===== src/rtl/dsp_seq_pkg.sv =====
// Shared types and OPMODE encodings for the DSP48A1 MAC sequencer.
package dsp_seq_pkg;

    typedef enum logic [1:0] {
        S_IDLE,
        S_STREAM,
        S_DRAIN,
        S_DONE
    } state_t;

    // OPMODE fields: [1:0] X mux, [3:2] Z mux, [7] post-adder subtract.
    localparam logic [7:0] OPM_ZERO    = 8'h00;
    localparam logic [7:0] OPM_HOLD    = 8'h08;
    localparam logic [7:0] OPM_FIRST   = 8'h01;
    localparam logic [7:0] OPM_ACC     = 8'h09;
    localparam int         OPM_SUB_BIT = 7;

endpackage


===== src/rtl/opm_delay.sv =====
// OPMODE delay line that lines each slot up with its product at the post-adder.
module opm_delay
    import dsp_seq_pkg::*;
#(
    parameter int DEPTH = 1
) (
    input  logic       clk,
    input  logic       rst,
    input  logic [7:0] din,
    output logic [7:0] dout
);

    generate
        if (DEPTH == 0) begin : g_wire
            assign dout = din;
        end else begin : g_pipe
            logic [7:0] stage [DEPTH];

            // NOTE: every stage is reset so a stale slot can never reach the slice after reset.
            always_ff @(posedge clk) begin
                if (rst) begin
                    for (int i = 0; i < DEPTH; i++) stage[i] <= OPM_ZERO;
                end else begin
                    stage[0] <= din;
                    for (int i = 1; i < DEPTH; i++) stage[i] <= stage[i-1];
                end
            end

            assign dout = stage[DEPTH-1];
        end
    endgenerate

endmodule


===== src/rtl/dsp_mac_sequencer.sv =====
// Streams dot-product operand pairs into a DSP48A1 slice, drives its OPMODE,
// and returns the accumulated P value over a valid/ready result port.
module dsp_mac_sequencer
    import dsp_seq_pkg::*;
#(
    parameter int LEN_W   = 10,
    parameter int OPM_DLY = 1,
    parameter int P_LAT   = 3
) (
    input  logic             clk,
    input  logic             rst,
    input  logic             cmd_valid,
    output logic             cmd_ready,
    input  logic [LEN_W-1:0] cmd_len,
    input  logic             cmd_sub,
    input  logic             in_valid,
    output logic             in_ready,
    input  logic [17:0]      in_a,
    input  logic [17:0]      in_b,
    output logic [17:0]      dsp_a,
    output logic [17:0]      dsp_b,
    output logic [7:0]       dsp_opmode,
    input  logic [47:0]      dsp_p,
    input  logic             dsp_carryout,
    output logic             res_valid,
    input  logic             res_ready,
    output logic [47:0]      res_data,
    output logic             res_carry,
    output logic             busy
);

    localparam int              CNT_W    = (P_LAT > 1) ? $clog2(P_LAT) : 1;
    localparam logic [CNT_W-1:0] CNT_LAST = CNT_W'(P_LAT - 1);

    state_t           state, state_nxt;
    logic [LEN_W-1:0] remaining;
    logic             sub_q;
    logic             first_q;
    logic             acc_pending;  // a real accumulation owns P until its result is taken
    logic [CNT_W-1:0] drain_cnt;
    logic             cmd_hs, in_hs, res_hs, drain_last;
    logic [7:0]       opm_slot;

    assign cmd_ready  = (state == S_IDLE) && !rst;
    assign in_ready   = (state == S_STREAM) && !rst;
    assign res_valid  = (state == S_DONE);
    assign busy       = (state != S_IDLE);
    assign cmd_hs     = cmd_valid && cmd_ready;
    assign in_hs      = in_valid && in_ready;
    assign res_hs     = res_valid && res_ready;
    assign drain_last = (state == S_DRAIN) && (drain_cnt == CNT_LAST);
    assign dsp_a      = in_a;
    assign dsp_b      = in_b;

    always_comb begin
        // NOTE: defaults first so every path assigns every output and no latch is inferred.
        state_nxt = state;
        opm_slot  = acc_pending ? OPM_HOLD : OPM_ZERO;
        unique case (state)
            S_IDLE: begin
                if (cmd_hs) state_nxt = (cmd_len == '0) ? S_DONE : S_STREAM;
            end
            S_STREAM: begin
                opm_slot = OPM_HOLD;
                if (in_hs) begin
                    opm_slot              = first_q ? OPM_FIRST : OPM_ACC;
                    opm_slot[OPM_SUB_BIT] = sub_q;
                    if (remaining == LEN_W'(1)) state_nxt = S_DRAIN;
                end
            end
            S_DRAIN: begin
                if (drain_last) state_nxt = S_DONE;
            end
            S_DONE: begin
                if (res_hs) state_nxt = S_IDLE;
            end
            default: state_nxt = S_IDLE;
        endcase
    end

    // NOTE: sequential state uses non-blocking assignments only, so every register samples pre-edge values.
    always_ff @(posedge clk) begin
        if (rst) begin
            state       <= S_IDLE;
            remaining   <= '0;
            sub_q       <= 1'b0;
            first_q     <= 1'b0;
            acc_pending <= 1'b0;
            drain_cnt   <= '0;
            res_data    <= '0;
            res_carry   <= 1'b0;
        end else begin
            state <= state_nxt;
            unique case (state)
                S_IDLE: begin
                    if (cmd_hs) begin
                        remaining   <= cmd_len;
                        sub_q       <= cmd_sub;
                        first_q     <= 1'b1;
                        acc_pending <= (cmd_len != '0);
                        drain_cnt   <= '0;
                        if (cmd_len == '0) begin
                            res_data  <= '0;
                            res_carry <= 1'b0;
                        end
                    end
                end
                S_STREAM: begin
                    if (in_hs) begin
                        remaining <= remaining - LEN_W'(1);
                        first_q   <= 1'b0;
                    end
                end
                S_DRAIN: begin
                    drain_cnt <= drain_cnt + CNT_W'(1);
                    // P only reflects the last product once the slice pipeline has drained.
                    if (drain_last) begin
                        res_data  <= dsp_p;
                        res_carry <= dsp_carryout;
                    end
                end
                S_DONE: begin
                    if (res_hs) acc_pending <= 1'b0;
                end
                default: ;
            endcase
        end
    end

    opm_delay #(
        .DEPTH (OPM_DLY)
    ) u_opm_delay (
        .clk  (clk),
        .rst  (rst),
        .din  (opm_slot),
        .dout (dsp_opmode)
    );

endmodule


===== config.mk =====
export PLATFORM = sky130hd
export DESIGN_NAME = dsp_mac_sequencer
export DESIGN_NICKNAME = d
export VERILOG_FILES = /design/src/rtl/dsp_seq_pkg.sv /design/src/rtl/opm_delay.sv /design/src/rtl/dsp_mac_sequencer.sv
export SDC_FILE = /design/constraint.sdc
export NUM_CORES = 1
export LEC_CHECK = 0
export CELL_PAD_IN_SITES_DETAIL_PLACEMENT = 1
export CELL_PAD_IN_SITES_GLOBAL_PLACEMENT = 2
export CORE_UTILIZATION = 23
export CTS_CLUSTER_DIAMETER = 100
export DETAILED_ROUTE_END_ITERATION = 10
export GPL_ROUTABILITY_DRIVEN = 1
export PLACE_DENSITY_LB_ADDON = 0.3
export SYNTH_ARGS = -nofsm -noshare
export SYNTH_HDL_FRONTEND = slang
export SYNTH_SLANG_ARGS = --single-unit

===== constraint.sdc =====
create_clock -name clk -period 4.4 [get_ports clk]
set_input_delay 0.88 -clock clk [delete_from_list [all_inputs] [get_ports clk]]
set_output_delay 0.88 -clock clk [all_outputs]
set_load 0.05 [all_outputs]

==> metrics <==
Yosys reg bits 69; VDD IR max 193 uV; first-pass GRT wire length 21.7 mm; post-synthesis sequential area ratio 35.5%; Critical Path RT 3.52 ns; FF-to-FF path depth 6; Ports 198; vias in the first global route 4094; die area ~17000 um2; Final setup viols 0; f_max between 300 and 400 MHz; Die H 132 um; clk slew on worst S/H paths 0.06 ns; Crit. End Element output pin; number of synthesized flops with an enable pin 0; H-tree depth 3; Pwr Density approximately 560 nW/um2; Lkg Pwr around 1.8 nW; CTS resizes 0; clk buf depth 2; iteration-0 DRC count of the detailed router 180; Most used DFF post-synth dfxtp_1; clock latency on the worst-skew pair 0.33 ns; Final Slew Violations 0; crit-path max FO 9; total of max-cap violations 0; Hold Path Depth 2; kind of critical path register to output pin; syn avg cell area 8.10 um2; Min-Delay Path Class register to register; DRT antenna net count 0; slowest CP cell clkdlybuf4s50_1; cell-by-cell trace of the critical path inv_1 > ha_1 > inv_1 > nor2_1 > clkdlybuf4s50_1; status finished clean; proportion of layout cells with a drive suffix above 1 6.58%; DRC Markers 0; period utilisation layout 74.8%; setup bufs post-CTS 0; Layout Nets 653; Reg2Reg Setup Slack around 1.7 ns; Tmin final 3.29 ns; Final Hold Fails 0; worst clock skew 0.00552 ns; All-Layer GR Usage between 10% and 20%; fill cell count just under 2000; Setup crit start kind register; top cells by area, synth dfxtp_1, a221o_1, buf_4; Yosys cell types 44; worst-margin pin slew 0.717 ns; Synth Cell Area between 3000 and 4000 um2; routed len/inst 17.5 um; final hold slack 0.471 ns; aggregate global routing overflow 0; antenna violations before repair 0; cell count after synthesis 480; CTS tree built; synth-to-layout area growth 35.7%; DR vias 3860; clock sinks 69; critical path arrival 2.41 ns; WL final 13.5 mm; FFs w/ async S/R, synth 0%; top cells by count, synth dfxtp_1, nand2_1, a21oi_1; Yosys top cell area share 35.5%; Slew headroom a little over half; Clock Root Buffer clkbuf_16; Layout Utilization between 30% and 40%; Core Area 16500 um2; Port Buffers 120; CP most frequent cell inv_1; Chip Width around 130 um; setup_tns 0 ns; # hold bufs at CTS 0; initial core utilization 23.5%; synth warn 0; GPL Wtd Cong between 0.7 and 0.8; Crit path largest cell delay 0.81 ns; cell area after layout 5280 um2; RSZ-0062 raised after global routing no; placed inst area 4990 um2; largest net degree at the start of global routing 50; Tot Pwr 2.94 mW; Row Count 47; Yosys top cell by area dfxtp_1; Vias/cell 5.03; Pre-antenna DRT Iters 4; number of clock buffers inserted by TritonCTS 9; DP HPWL 9.09 mm
worst max-delay path, delay by kind of cell, from the launching register on:
family	cells	cell delay [ns]
flip-flops	1	0.34
AND/OR/NAND/NOR	1	0.14
adder cells (fa/ha/maj)	1	0.42
buffers and inverters	3	1.17
area by class of cell:
| cell class | instances | area [um2] | share of cell area (%) |
|---|---|---|---|
| Sequential cell | 69 | 1380 | 26.2 |
| Timing Repair Buffer | 131 | 1280 | 24.2 |
| Inverter | 9 | 33.8 | 0.640 |
| Tap cell | 220 | 275 | 5.21 |
| Antenna cell | 1 | 2.50 | 0.0474 |
| Clock inverter | 2 | 35.0 | 0.664 |
| Multi-Input combinational cell | 324 | 2030 | 38.4 |
| Clock buffer | 12 | 246 | 4.67 |
flip-flops by register name, indices dropped and copies added (netlist names):
signal,flops
res_carry,1
drain_cnt,2
first_q,1
u_opm_delay.g_pipe.stage,3
sub_q,1
state,2
acc_pending,1
remaining,10
res_data,48
cell usage in the layout (no fill, tap or decap), drive strengths merged, types with 2 or more instances in the layout:
| master | instances |
|---|---|
| a22oi | 3 |
| nor3 | 6 |
| mux2i | 2 |
| a311oi | 2 |
| o22ai | 3 |
| and3 | 3 |
| nor2 | 20 |
| o21ai | 6 |
| o2bb2ai | 2 |
| o211ai | 2 |
| a21oi | 60 |
| o31ai | 3 |
| nor2b | 4 |
| clkinv | 2 |
| nor4 | 3 |
| buf | 12 |
| nand3 | 54 |
| conb | 5 |
| dfxtp | 69 |
| a211oi | 7 |
| inv | 8 |
| clkbuf | 12 |
| clkdlybuf4s50 | 119 |
| a31oi | 3 |
| nand4b | 2 |
| ha | 8 |
| nand2 | 69 |
| a221o | 49 |
final timing paths:
| kind | start | endpoint |
|---|---|---|
| setup / recovery | state[0] | cmd_ready |
| hold / removal | sub_q | sub_q |
| setup reg to reg | state[0] | res_data[3] |
| hold reg to reg | sub_q | sub_q |
routing by layer:
metal,track usage (%),share of wire (%)
met5,0,0
met4,6.14,1.4
met3,5.15,7.3
met2,26.2,47
met1,18.9,44
cell families (layout without fill, tap and decap cells):
logic type / after synthesis / in the layout / share of synthesized area, %
mux: 2 / 2 / 0.515
fa+ha+maj: 8 / 8 / 2.57
buf+inv: 91 / 154 / 13.6
compound gates: 144 / 144 / 27.4
flops: 69 / 69 / 35.5
simple gates: 165 / 165 / 20.3
other cells: 1 / 6 / 0.0964
stage by stage:
step | worst slack (ns) | cells
6_report | 1.11 | 768
5_1_grt | 0.973 | 767
4_1_cts | 1.04 | 767
3_5_place_dp | 0.943 | 753
3_3_place_gp | 1.03 | 753
2_1_floorplan | 1.43 | 484
where the power goes:
part	switching, mW	total (mW)	internal [mW]
sequential	0.102	0.834	0.732
clock	0.275	0.722	0.448
combinational	0.928	1.38	0.456
(Power assumes the default switching activity.)
